--- src/rtl/timer_pkg.sv ---
// Shared types and width helpers for the shared timer arbiter.
package timer_pkg;

  typedef enum logic [1:0] {
    IDLE = 2'd0,
    RUN  = 2'd1,
    DONE = 2'd2
  } state_t;

  // Counter width for a modulus n, never narrower than one bit.
  function automatic int unsigned cnt_w(input int unsigned n);
    return (n > 1) ? $clog2(n) : 1;
  endfunction

  localparam int unsigned DEF_CLK_DIV = 25000000;
  localparam int unsigned DEF_NUM_REQ = 4;
  localparam int unsigned DEF_PRE_W   = $clog2(DEF_CLK_DIV);
  localparam int unsigned DEF_IDX_W   = $clog2(DEF_NUM_REQ);

endpackage

--- src/rtl/tick_prescaler.sv ---
// Divide-by-CLK_DIV tick generator; synchronous clear wins over enable.
module tick_prescaler
  import timer_pkg::*;
#(
  parameter int unsigned CLK_DIV = 25000000
) (
  input  logic clk,
  input  logic reset,
  input  logic clr,
  input  logic en,
  output logic tick
);

  localparam int unsigned     PS_W = cnt_w(CLK_DIV);
  localparam logic [PS_W-1:0] TC   = PS_W'(CLK_DIV - 1);

  logic [PS_W-1:0] cnt;

  assign tick = en && !clr && (cnt == TC);

  // Count 0..CLK_DIV-1 while enabled, wrapping on the tick.
  always_ff @(posedge clk or negedge reset) begin
    if (!reset)      cnt <= '0;
    else if (clr)    cnt <= '0;
    else if (en)     cnt <= tick ? '0 : cnt + 1'b1;
  end

endmodule

--- src/rtl/shared_timer_arbiter.sv ---
// One prescaled countdown timer shared round-robin among NUM_REQ requesters.
//
// state | meaning
// ------+-----------------------------------------------------------
// IDLE  | timer free; requests sampled, winner and duration latched
// RUN   | grant held by idx; count decrements once per tick
// DONE  | one-cycle done pulse to idx; pointer moves past idx
module shared_timer_arbiter
  import timer_pkg::*;
#(
  parameter int unsigned CLK_DIV = 25000000,
  parameter int unsigned NUM_REQ = 4,
  parameter int unsigned DUR_W   = 8
) (
  input  logic                     clk,
  input  logic                     reset,
  input  logic [NUM_REQ-1:0]       req,
  input  logic [NUM_REQ*DUR_W-1:0] dur,
  output logic [NUM_REQ-1:0]       grant,
  output logic [NUM_REQ-1:0]       done,
  output logic                     busy,
  output logic [DUR_W-1:0]         remaining
);

  localparam int unsigned IDX_W = cnt_w(NUM_REQ);

  state_t             state, state_n;
  logic [IDX_W-1:0]   idx, idx_n, ptr, ptr_n, idx_inc;
  logic [DUR_W-1:0]   cnt, cnt_n;
  logic [IDX_W:0]     pick;
  logic               tick;
  logic [DUR_W-1:0]   dur_a [NUM_REQ];
  logic [NUM_REQ-1:0] idx_hot;

  for (genvar g = 0; g < NUM_REQ; g++) begin : g_dur
    assign dur_a[g] = dur[g*DUR_W +: DUR_W];
  end

  // First asserted request at or above p, wrapping; MSB flags a hit.
  function automatic logic [IDX_W:0] rr_pick(input logic [NUM_REQ-1:0] r,
                                             input logic [IDX_W-1:0]   p);
    logic [IDX_W:0]   res;
    logic [IDX_W-1:0] j;
    res = '0;
    for (int i = NUM_REQ - 1; i >= 0; i--) begin
      j = IDX_W'((int'(p) + i) % NUM_REQ);
      if (r[j]) res = {1'b1, j};
    end
    return res;
  endfunction

  assign pick    = rr_pick(req, ptr);
  assign idx_inc = IDX_W'((int'(idx) + 1) % NUM_REQ);
  assign idx_hot = {{(NUM_REQ-1){1'b0}}, 1'b1} << idx;

  tick_prescaler #(.CLK_DIV(CLK_DIV)) u_prescaler (
    .clk   (clk),
    .reset (reset),
    .clr   (state != RUN),
    .en    (state == RUN),
    .tick  (tick)
  );

  // State, holder index, tick count and round-robin pointer registers.
  always_ff @(posedge clk or negedge reset) begin
    if (!reset) begin
      state <= IDLE;
      idx   <= '0;
      cnt   <= '0;
      ptr   <= '0;
    end else begin
      state <= state_n;
      idx   <= idx_n;
      cnt   <= cnt_n;
      ptr   <= ptr_n;
    end
  end

  // Next-state logic: sample in IDLE, count ticks in RUN, cancel on req drop.
  always_comb begin
    state_n = state;
    idx_n   = idx;
    cnt_n   = cnt;
    ptr_n   = ptr;
    case (state)
      IDLE: begin
        if (pick[IDX_W]) begin
          idx_n   = pick[IDX_W-1:0];
          cnt_n   = dur_a[pick[IDX_W-1:0]];
          state_n = (cnt_n != '0) ? RUN : DONE;
        end
      end
      RUN: begin
        if (!req[idx]) begin
          state_n = IDLE;
          ptr_n   = idx_inc;
          cnt_n   = '0;
        end else if (tick) begin
          cnt_n = cnt - 1'b1;
          if (cnt == DUR_W'(1)) state_n = DONE;
        end
      end
      DONE: begin
        state_n = IDLE;
        ptr_n   = idx_inc;
        cnt_n   = '0;
      end
      default: state_n = IDLE;
    endcase
  end

  assign grant     = (state == RUN)  ? idx_hot : '0;
  assign done      = (state == DONE) ? idx_hot : '0;
  assign busy      = (state != IDLE);
  assign remaining = (state == RUN)  ? cnt : '0;

endmodule
--- config.mk ---
export PLATFORM = sky130hd
export DESIGN_NAME = shared_timer_arbiter
export DESIGN_NICKNAME = d
export VERILOG_FILES = /design/src/rtl/timer_pkg.sv /design/src/rtl/tick_prescaler.sv /design/src/rtl/shared_timer_arbiter.sv
export SDC_FILE = /design/constraint.sdc
export NUM_CORES = 1
export LEC_CHECK = 0
export ABC_CLOCK_PERIOD_IN_PS = 3500
export BUFFER_PORTS_ARGS = -buffer_cell sky130_fd_sc_hd__buf_2
export CORE_MARGIN = 2
export CORE_UTILIZATION = 50
export DETAILED_ROUTE_END_ITERATION = 12
export GPL_TIMING_DRIVEN = 0
export PLACE_DENSITY = 0.83
export SYNTH_ARGS = -nofsm -noshare
export SYNTH_HDL_FRONTEND = slang
export SYNTH_HIERARCHICAL = 1
export SYNTH_SLANG_ARGS = --single-unit
--- constraint.sdc ---
create_clock -name clk -period 3.5 [get_ports clk]
set_input_delay 0.175 -clock clk [delete_from_list [all_inputs] [get_ports clk]]
set_output_delay 0.175 -clock clk [all_outputs]
set_load 0.005 [all_outputs]
# Word-level counts from Yosys, hierarchy flattened
# Cells that the tools add are included.
# Widths: inputs -> output; s select.
# op_classes
eq_ne	9
addsub	6
magnitude_cmp	6
mux	35
bitwise_logic	1
shifts	1
reduce_logical	13
# op_table
op	count
$mux 25	3
$mux 8	6
$add 25x1->25 const B	1
$eq 25x25->1 const B	1
$pmux 8 s3	1
$bmux 8 s2	1
$lt 2x3->1 const B	5
$mux 2	6
$mux 3	4
$bmux 1 s2	5
$eq 8x1->1 const B	1
$mux 4	2
$pmux 2 s2	2
$reduce_bool 8->1	1
$sub 8x1->8 const B	1
$ne 3x3->1 const B	2
$reduce_and 3->1	2
$reduce_bool 2->1	3
$mux 1	5
$add 2x1->2 const B	2
$add 2x2->2 const B	2
$ne 2x2->1 const B	2
$reduce_and 2->1	2
$shl 1x2->4 const A	1
other kinds (9)	10
# totals
elab_cells	76
output_inout_bits	17
inputBits	38
reg_bits	39

# Depth between registers and ports, before layout
# Gate-level depths: netlist (run 1).
# logic_depth
ltp_word	15
mapped_depth	11
mapped_depth_nobuf	9

# Hierarchy
# Netlist (run 1), hierarchy kept.
# by_module_without_submodules
mod	n_inst	cells_each	area_each_um2	seq_area_each_um2
tick_prescaler	1	186	1597.8	625.6
shared_timer_arbiter	1	181	1452.6	350.3

# Least setup slack after synthesis (run 1)
# Ideal clock, no wire load.
# synth_timing
kind	register to register
from	register state[1]
to	register cnt[7] (netlist name)
stages_incl_launch_ff	11
path_buffers	3
arrival_time_ps	2410
period_less_slack_ps	2479
t_required_ps	3431
setup_time_ps	69
path_slack_ps	1021
path_cell_list	dfrtp_1 inv_1 ha_1 clkbuf_1 inv_1 clkbuf_1 buf_1 nor3_1 o21ai_1 or4_1 nand3_1
# synth_lines
item	line_no	text
start: declaration	shared_timer_arbiter.sv:27	state_t state, state_n;
start signal: assignment	shared_timer_arbiter.sv:72	state <= state_n;

==> results.ini, run 1 <==
[sta]
worstMarginPinSlew_ns=0.854
setup-violations-final=0
setup_tns_ns=0
rsz0062_at_grt=false
max_freq_ghz=0.313
hold_ws_ns=-0.0184
fin_worst_skew_ns=0.00461
slew_headroom_pct=43.1
slew_viol_final=0
timing.final.crit_share_pct=91.3
hold_violations=39
finalCriticalPeriod_ns=3.19

[power]
ir_drop_mv=0.419
p_per_area_nw_per_um2=665
p_leak_nw=1.46

[grt]
grt_pass1_vias=2960
antenna_found_initial=0
grt_max_degree=40
grt_util_all_layers_pct=25.7
grt_pass1_wl_mm=13.7
grt_overflow=0

[clock_tree]
cts_setup_buffers=0
cts.sink_count=39
path_clk_slew_ns=0.08
cts-root-buf=clkbuf_8
clk-insertion-delay-late_ns=0.30
cts_htree_levels=2
cts_made_buffers=5
hold_buffers=0
clock_path_buffers=2
cts_tree=built

[floorplan]
core_area_sq_um=5920
fp-row-count=28
ios=55
start_util_pct=51.5
die_h_microns=82.1
die-area_sq_um=6740
die-width_microns=82.1

[setup_path]
r2r-end=cnt[7]
crit_path_start_kind=flip-flop
arrival_ns=3.43
reg2reg_from=state[1]
worst-setup-path-type=reg -> reg
crit_fanout=10
required_ns=3.73
worstSetupEndpointType=flip-flop
r2r_cells=10
rrSetupSlack_ns=0.31

[layout]
fin_util_pct=59.3
syn_to_final_growth_pct=15.2
diodes=0
fillCellCount=537
nets=477
drive_above_1_share_pct=19.3

[routing]
via_count=3146
drc_errors=0
post_drt_wl_per_cell_microns=16.1
first_pass_iters=5
wirelength_mm=8.09
antenna_left=0
drt_iter0_drc=269
vias_per_cell=6.24

[synthesis]
syn-cell-area_sq_um=3050
synth_edf_count=0
synthMuxAreaShare_pct=2.09
synth.most_common_cell=dfrtp_1
ys_types=65
synth_simple_gate_area_share_pct=32.4
synth_area_leaders=dfrtp_1, ha_1, nor3b_1
yosys_warnings=6
synthXorXnorAreaFrac_pct=0.861
ys.flop_type=dfrtp_1
synth_nets=416
synthAdderAreaFrac_pct=4.51
synth_common_cells=dfrtp_1, nand2_1, nor2_1
synth_compound_area_share_pct=21.9
synth_top_family_by_area=simple AND/OR/NAND/NOR gates
synthesis.instances=367
async_flop_share_pct=100
synth_top_area_cell=dfrtp_1
netlist.area_leader.share_pct=32.0
syn_area_per_cell_sq_um=8.31
ys_seq_elements=39
synth_seq_area_share_pct=32.0

[flow_run]
max_cap_viol_count=0

[status]
status=complete, but fails checks
violations=hold timing

[placed_design]
gp_congestion=0.986
port-buffer-count=54
dp_hpwl_mm=6.11

[worst_hold_path]
hold_class=in -> async

==> sequential cells by signal, summed over array words and instances (netlist names) <==
register         cells
ptr                  2
cnt                  8
state                2
idx                  2
u_prescaler/cnt     25
==> power breakdown <==
part	total [mW]	internal, mW	switching (mW)
registers	0.642	0.541	0.101
clock network	0.309	0.139	0.171
logic	1.39	0.510	0.875
==> cells by family after synthesis <==
family | count (synthesis)
mux | 5
fa+ha+maj | 11
buf+inv | 38
xor+xnor | 3
compound gates | 96
flops | 39
simple gates | 175
==> cell type report <==
type / count / area, sq um / share of cell area, %
Buffer: 20 / 124 / 3.53
Clock buffer: 5 / 68.8 / 1.96
Clock inverter: 3 / 20.0 / 0.570
Inverter: 18 / 67.6 / 1.92
Multi-Input combinational cell: 290 / 1890 / 53.9
Sequential cell: 39 / 976 / 27.8
Tap cell: 75 / 93.8 / 2.67
Timing Repair Buffer: 54 / 270 / 7.69
==> how the worst max path moves through the flow <==
stage / cells after the start / endpoint / startpoint / slack, ns
2_1_floorplan: 10 / cnt[7] / state[1] / 1.02
3_3_place_gp: 10 / cnt[3] / state[1] / 0.23
3_5_place_dp: 11 / cnt[6] / state[1] / 0.12
4_1_cts: 11 / cnt[6] / state[1] / 0.09
5_1_grt: 10 / cnt[5] / state[1] / 0.12
6_report: 10 / cnt[7] / state[1] / 0.31
==> critical path: stages (launching register included) <==
cell and delay (ns):
dfrtp_1 0.41, inv_1 0.12, ha_1 0.34, clkbuf_1 0.35
inv_1 0.17, clkbuf_1 0.29, clkbuf_2 0.30, nor3_2 0.32
o21ai_2 0.17, or4_1 0.55, nand3_1 0.10
==> layout by cell type (no fill, tap or decap), types with 7 or more instances in the layout <==
cell type,Yosys,final
clkbuf_1,11,11
nand2_1,30,30
a31oi_1,7,7
nor2_1,26,26
nor3_1,14,13
ha_1,11,11
dfrtp_1,39,39
a211oi_1,13,13
nand3_1,15,15
buf_2,2,56
a21oi_1,14,14
o21ai_0,21,21
nor3b_1,17,17
nor4_1,11,11
inv_1,18,18
and2_1,15,15
nand4_1,12,12
==> per-layer routing <==
metal / GRT usage, % / routed length, microns
met1: 31.5 / 3410
met5: 0 / 0
met2: 46.0 / 4040
met4: 8.50 / 173
met3: 4.13 / 461
==> metrics by stage <==
| stage | cell area (sq um) | total power [mW] | setup WS, ns | std cells | hold WS [ns] |
|---|---|---|---|---|---|
| global placement | 3410 | 1.96 | 0.232 | 496 | 0.328 |
| finish | 3510 | 2.34 | 0.305 | 504 | -0.0184 |
| detailed placement | 3410 | 2.01 | 0.117 | 496 | 0.339 |
| floorplan | 3050 | 1.60 | 1.02 | 367 | -0.121 |
| global route | 3510 | 2.55 | 0.121 | 504 | 0.0490 |
| CTS | 3500 | 2.33 | 0.0918 | 504 | 0.00593 |
==> what timing repair did <==
item                                    4_1_cts  5_1_grt
endpoints found under the setup margin        0        8
endpoints found under the hold margin         0        0
resized for setup                             0        3
Power figures use the tool's default switching activity.
==> inputs of run 2 (changes only) <==
--- a/config.mk
+++ b/config.mk
@@ -7,11 +7,13 @@
 export LEC_CHECK = 0
 export ABC_CLOCK_PERIOD_IN_PS = 3500
 export BUFFER_PORTS_ARGS = -buffer_cell sky130_fd_sc_hd__buf_2
-export CORE_MARGIN = 2
+export CORE_ASPECT_RATIO = 1.2
+export CORE_MARGIN = 4
 export CORE_UTILIZATION = 50
 export DETAILED_ROUTE_END_ITERATION = 12
 export GPL_TIMING_DRIVEN = 0
 export PLACE_DENSITY = 0.83
+export SKIP_CTS_REPAIR_TIMING = 1
 export SYNTH_ARGS = -nofsm -noshare
 export SYNTH_HDL_FRONTEND = slang
 export SYNTH_HIERARCHICAL = 1
==> run 2 against run 1 <==
Net effect:
- the flow still finishes with violations (hold timing)
- critical endpoint is now cnt[6]
- worst setup slack lost 0.053 ns
- largest cell class unchanged
- critical path depth grew 1
- first-iteration DRC count shrank 34%
- cell count grew 0.99%
- via count is essentially flat
- global-route usage shrank 2.9 points
- clock skew grew 0.0020 ns
- clock power grew 10%
- fmax shrank 1.6%
- sequential power is essentially flat
- combinational power is essentially flat
- highest routed layer unchanged
==> results.ini, run 2 (synthesized netlist as in run 1, its figures left out) <==
[setup_path]
reg2reg_from=state[1]
crit_fanout=10
required_ns=3.72
rrSetupSlack_ns=0.25
r2r-end=cnt[6]
arrival_ns=3.46
worstSetupEndpointType=flip-flop
r2r_cells=11
crit_path_start_kind=flip-flop
worst-setup-path-type=reg -> reg

[status]
violations=hold timing
status=complete, but fails checks

[sta]
timing.final.crit_share_pct=92.8
slew_viol_final=0
slew_headroom_pct=42.3
setup-violations-final=0
fin_worst_skew_ns=0.00664
worstMarginPinSlew_ns=0.866
finalCriticalPeriod_ns=3.25
setup_tns_ns=0
hold_ws_ns=-0.0143
rsz0062_at_grt=false
hold_violations=21
max_freq_ghz=0.308

[clock_tree]
cts-root-buf=clkbuf_8
cts_htree_levels=2
cts_tree=built
clock_path_buffers=2
cts_made_buffers=5
cts.sink_count=39
path_clk_slew_ns=0.08
clk-insertion-delay-late_ns=0.30

[layout]
final_cell_mix=buf_2, dfrtp_1, nand2_1
largest-register=u_prescaler/cnt
regArea_sq_um=976
fin_util_pct=61.0
fillCellCount=549
multiInputGateArea_sq_um=1890
largest_reg_flops=25
diodes=0
drive_above_1_share_pct=18.6
nets=477
largestRegisters=u_prescaler/cnt (25), cnt (8)
final_common_cell=buf_2
syn_to_final_growth_pct=15.5

[routing]
via_count=3143
drt_iter0_drc=178
wirelength_mm=8.26
drc_errors=0
vias_per_cell=6.17
antenna_left=0
post_drt_wl_per_cell_microns=16.2
first_pass_iters=5

[worst_hold_path]
hold_class=in -> async

[grt]
grt.busiest_layer=met2
met3_usage_pct=3.66
grt.met1_usage_pct=24.9
grt_use_met2_pct=42.1
grt_max_degree=40
grt_pass1_vias=3056
grt_util_all_layers_pct=22.9
grt_pass1_wl_mm=13.7
grt_overflow=0
antenna_found_initial=0

[power]
p_leak_nw=1.47
p_per_area_nw_per_um2=670
ir_drop_mv=0.416

[flow_run]
max_cap_viol_count=0

[floorplan]
fp-row-count=30
start_util_pct=52.8
die-width_microns=79.3
die_h_microns=93.6
core_area_sq_um=5780
ios=55
die-area_sq_um=7420

[placed_design]
gp_congestion=0.995
port-buffer-count=54
dp_hpwl_mm=6.26

==> run 2: cell type report <==
| cell class | count | share of cell area, % |
|---|---|---|
| Inverter | 18 | 1.92 |
| Multi-Input combinational cell | 290 | 53.6 |
| Sequential cell | 39 | 27.7 |
| Tap cell | 80 | 2.84 |
| Timing Repair Buffer | 54 | 7.67 |
| Buffer | 20 | 3.48 |
| Clock buffer | 8 | 2.84 |
==> run 2: critical path, stage by stage (launching register included) <==
cell      delay [ns]
dfrtp_1         0.38
inv_1           0.08
ha_1            0.27
clkbuf_1        0.24
inv_1           0.17
clkbuf_1        0.40
buf_1           0.48
nor3_1          0.19
o21ai_2         0.35
clkbuf_1        0.35
o21ai_0         0.16
o21ai_1         0.10
==> run 2: stage by stage <==
step | instance area (sq um) | power (mW) | setup slack [ns] | instances
after CTS | 3520 | 2.35 | 0.230 | 509
after detailed placement | 3420 | 2.00 | 0.249 | 501
after floorplan | 3050 | 1.60 | 1.02 | 367
final | 3520 | 2.36 | 0.253 | 509
after global routing | 3520 | 2.55 | 0.0451 | 509
after global placement | 3420 | 1.96 | 0.309 | 501
==> run 2: per-layer routing <==
metal / vias to the layer above / routed length, microns
met5: - / 0
met4: 0 / 226
met2: 133 / 4290
met1: 1476 / 3280
li1: 1514 / -
met3: 20 / 463
==> run 2: how the worst max path moves through the flow <==
stage,start,end,slack [ns],cells after the start
after global routing,state[1],cnt[6],0.05,11
after CTS,state[1],cnt[4],0.23,11
after floorplan,state[1],cnt[7],1.02,10
after global placement,state[1],cnt[4],0.31,11
final,state[1],cnt[6],0.25,11
after detailed placement,state[1],cnt[4],0.25,11
==> run 2: power breakdown <==
group          internal (mW)  switching [mW]
registers              0.541          0.0998
clock network          0.180           0.161
logic                  0.509           0.870
==> inputs of run 3 (changes only) <==
--- a/config.mk
+++ b/config.mk
@@ -12,7 +12,7 @@
 export CORE_UTILIZATION = 50
 export DETAILED_ROUTE_END_ITERATION = 12
 export GPL_TIMING_DRIVEN = 0
-export PLACE_DENSITY = 0.83
+export PLACE_DENSITY = 0.73
 export SKIP_CTS_REPAIR_TIMING = 1
 export SYNTH_ARGS = -nofsm -noshare
 export SYNTH_HDL_FRONTEND = slang
==> run 3 against run 2 <==
Net effect:
- combinational power is essentially flat
- fmax grew 0.74%
- die area did not move
- cell count did not move
- clock skew is 0.0031 ns higher
- largest power group unchanged
- clock-buffer cell count decreased by 3
- worst setup slack better by 0.024 ns
- wire length increased by 2.2%
- the flow still finishes with violations (hold timing)
==> results.ini, run 3 (synthesized netlist as in run 1, its figures left out) <==
[layout]
syn_to_final_growth_pct=15.2
final_cell_mix=buf_2, dfrtp_1, nand2_1
largestRegisters=u_prescaler/cnt (25), cnt (8)
largest_reg_flops=25
fin_area_sq_um=3510
drive_above_1_share_pct=19.1
diodes=0
largest-register=u_prescaler/cnt
nets=477
final_common_cell=buf_2

[placed_design]
gp_congestion=0.942
dp_hpwl_mm=6.38
port-buffer-count=54
place_area_sq_um=3420

[grt]
grt_max_degree=40
grt_pass1_vias=3097
grt_util_all_layers_pct=23.4
grt_pass1_wl_mm=14.0
grt_overflow=0
antenna_found_initial=0

[floorplan]
start_util_pct=52.8
die_h_microns=93.6
ios=55
fp-row-count=30
die-area_sq_um=7420
die-width_microns=79.3
core_area_sq_um=5780

[sta]
hold_ws_ns=-0.0103
hold_violations=7
worstMarginPinSlew_ns=0.889
finalCriticalPeriod_ns=3.22
slew_headroom_pct=40.8
rsz0062_at_grt=false
setup_tns_ns=0
max_freq_ghz=0.310
setup-violations-final=0
slew_viol_final=0
fin_worst_skew_ns=0.00976
timing.final.crit_share_pct=92.1

[setup_path]
worstSetupEndpointType=flip-flop
r2r-end=cnt[5]
r2r_cells=10
reg2reg_from=state[1]
critical_path.max_stage_delay_ns=0.58
crit_path_start_kind=flip-flop
critical_path.endpoint=cnt[5]
rrSetupSlack_ns=0.28
crit_fanout=10
worst-setup-path-type=reg -> reg
arrival_ns=3.45
cp_slowest_cell=or4_1
required_ns=3.73
critPathBufInv=5
path_delay_family=buffers and inverters
cp_cell_sequence=inv_1 > ha_1 > clkbuf_1 > inv_1 > clkbuf_1 > clkbuf_2 > nor3_1 > o21ai_2 > or4_1 > nand3_1
cp.depth=10
crit_start=state[1]

[routing]
via_count=3137
antenna_left=0
wirelength_mm=8.44
drc_errors=0
first_pass_iters=5
vias_per_cell=6.16
drt_iter0_drc=206
post_drt_wl_per_cell_microns=16.6

[clock_tree]
cts_made_buffers=5
clk-insertion-delay-late_ns=0.29
cts.sink_count=39
path_clk_slew_ns=0.08
cts_tree=built
clock_path_buffers=2
cts_htree_levels=2
cts-root-buf=clkbuf_8

[status]
status=complete, but fails checks
violations=hold timing

[power]
p_per_area_nw_per_um2=667
p_leak_nw=1.46
ir_drop_mv=0.327

[flow_run]
max_cap_viol_count=0

[worst_hold_path]
hold_class=in -> async

==> run 3: power breakdown <==
part / total, mW / internal [mW] / switching, mW / leakage (nW)
sequential: 0.639 / 0.541 / 0.0979 / 0.524
combinational: 1.40 / 0.512 / 0.887 / 0.894
clock: 0.306 / 0.139 / 0.167 / 0.0402
total: 2.34 / 1.19 / 1.15 / 1.46
==> run 3: layout make-up <==
class	instances	area [sq um]
tap	80	100
multi-input combinational	290	1890
inverter	18	67.6
fill	543	2270
buffer	20	124
clock inverter	3	20.0
timing repair buffer	54	270
sequential	39	976
clock buffer	5	68.8
==> run 3: metal layers <==
metal | up-vias | part of all wire, % | global-route usage (%)
li1 | 1509 | - | -
met5 | - | 0 | 0
met4 | 0 | 4.2 | 11.9
met2 | 145 | 50 | 41.3
met1 | 1453 | 39 | 26.3
met3 | 30 | 6.6 | 4.91
==> run 3: metrics by stage <==
| stage | hold WS, ns | power (mW) | std cells | utilization, % | setup slack, ns |
|---|---|---|---|---|---|
| 2_1_floorplan | -0.121 | 1.60 | 367 | - | 1.02 |
| 3_3_place_gp | 0.327 | 2.00 | 501 | 59.2 | 0.157 |
| 3_5_place_dp | 0.343 | 2.03 | 501 | 59.2 | 0.166 |
| 4_1_cts | 0.0243 | 2.34 | 509 | 60.7 | 0.140 |
| 5_1_grt | 0.0586 | 2.56 | 509 | 60.8 | 0.0114 |
| 6_report | -0.0103 | 2.34 | 509 | 60.8 | 0.276 |
==> run 3: worst register-to-register path, cell delays in order, from the launching register on <==
cell and delay, ns:
dfrtp_1 0.40, inv_1 0.11, ha_1 0.31, clkbuf_1 0.34, inv_1 0.16, clkbuf_1 0.28
clkbuf_2 0.29, nor3_1 0.39, o21ai_2 0.20, or4_1 0.58, nand3_1 0.09
==> run 3: worst min-delay path by stage <==
| stage | start | to |
|---|---|---|
| 2_1_floorplan | reset | cnt[0] |
| 3_3_place_gp | reset | u_prescaler/cnt[19] |
| 3_5_place_dp | reset | u_prescaler/cnt[19] |
| 4_1_cts | reset | u_prescaler/cnt[19] |
| 5_1_grt | reset | u_prescaler/cnt[20] |
| 6_report | reset | u_prescaler/cnt[19] |
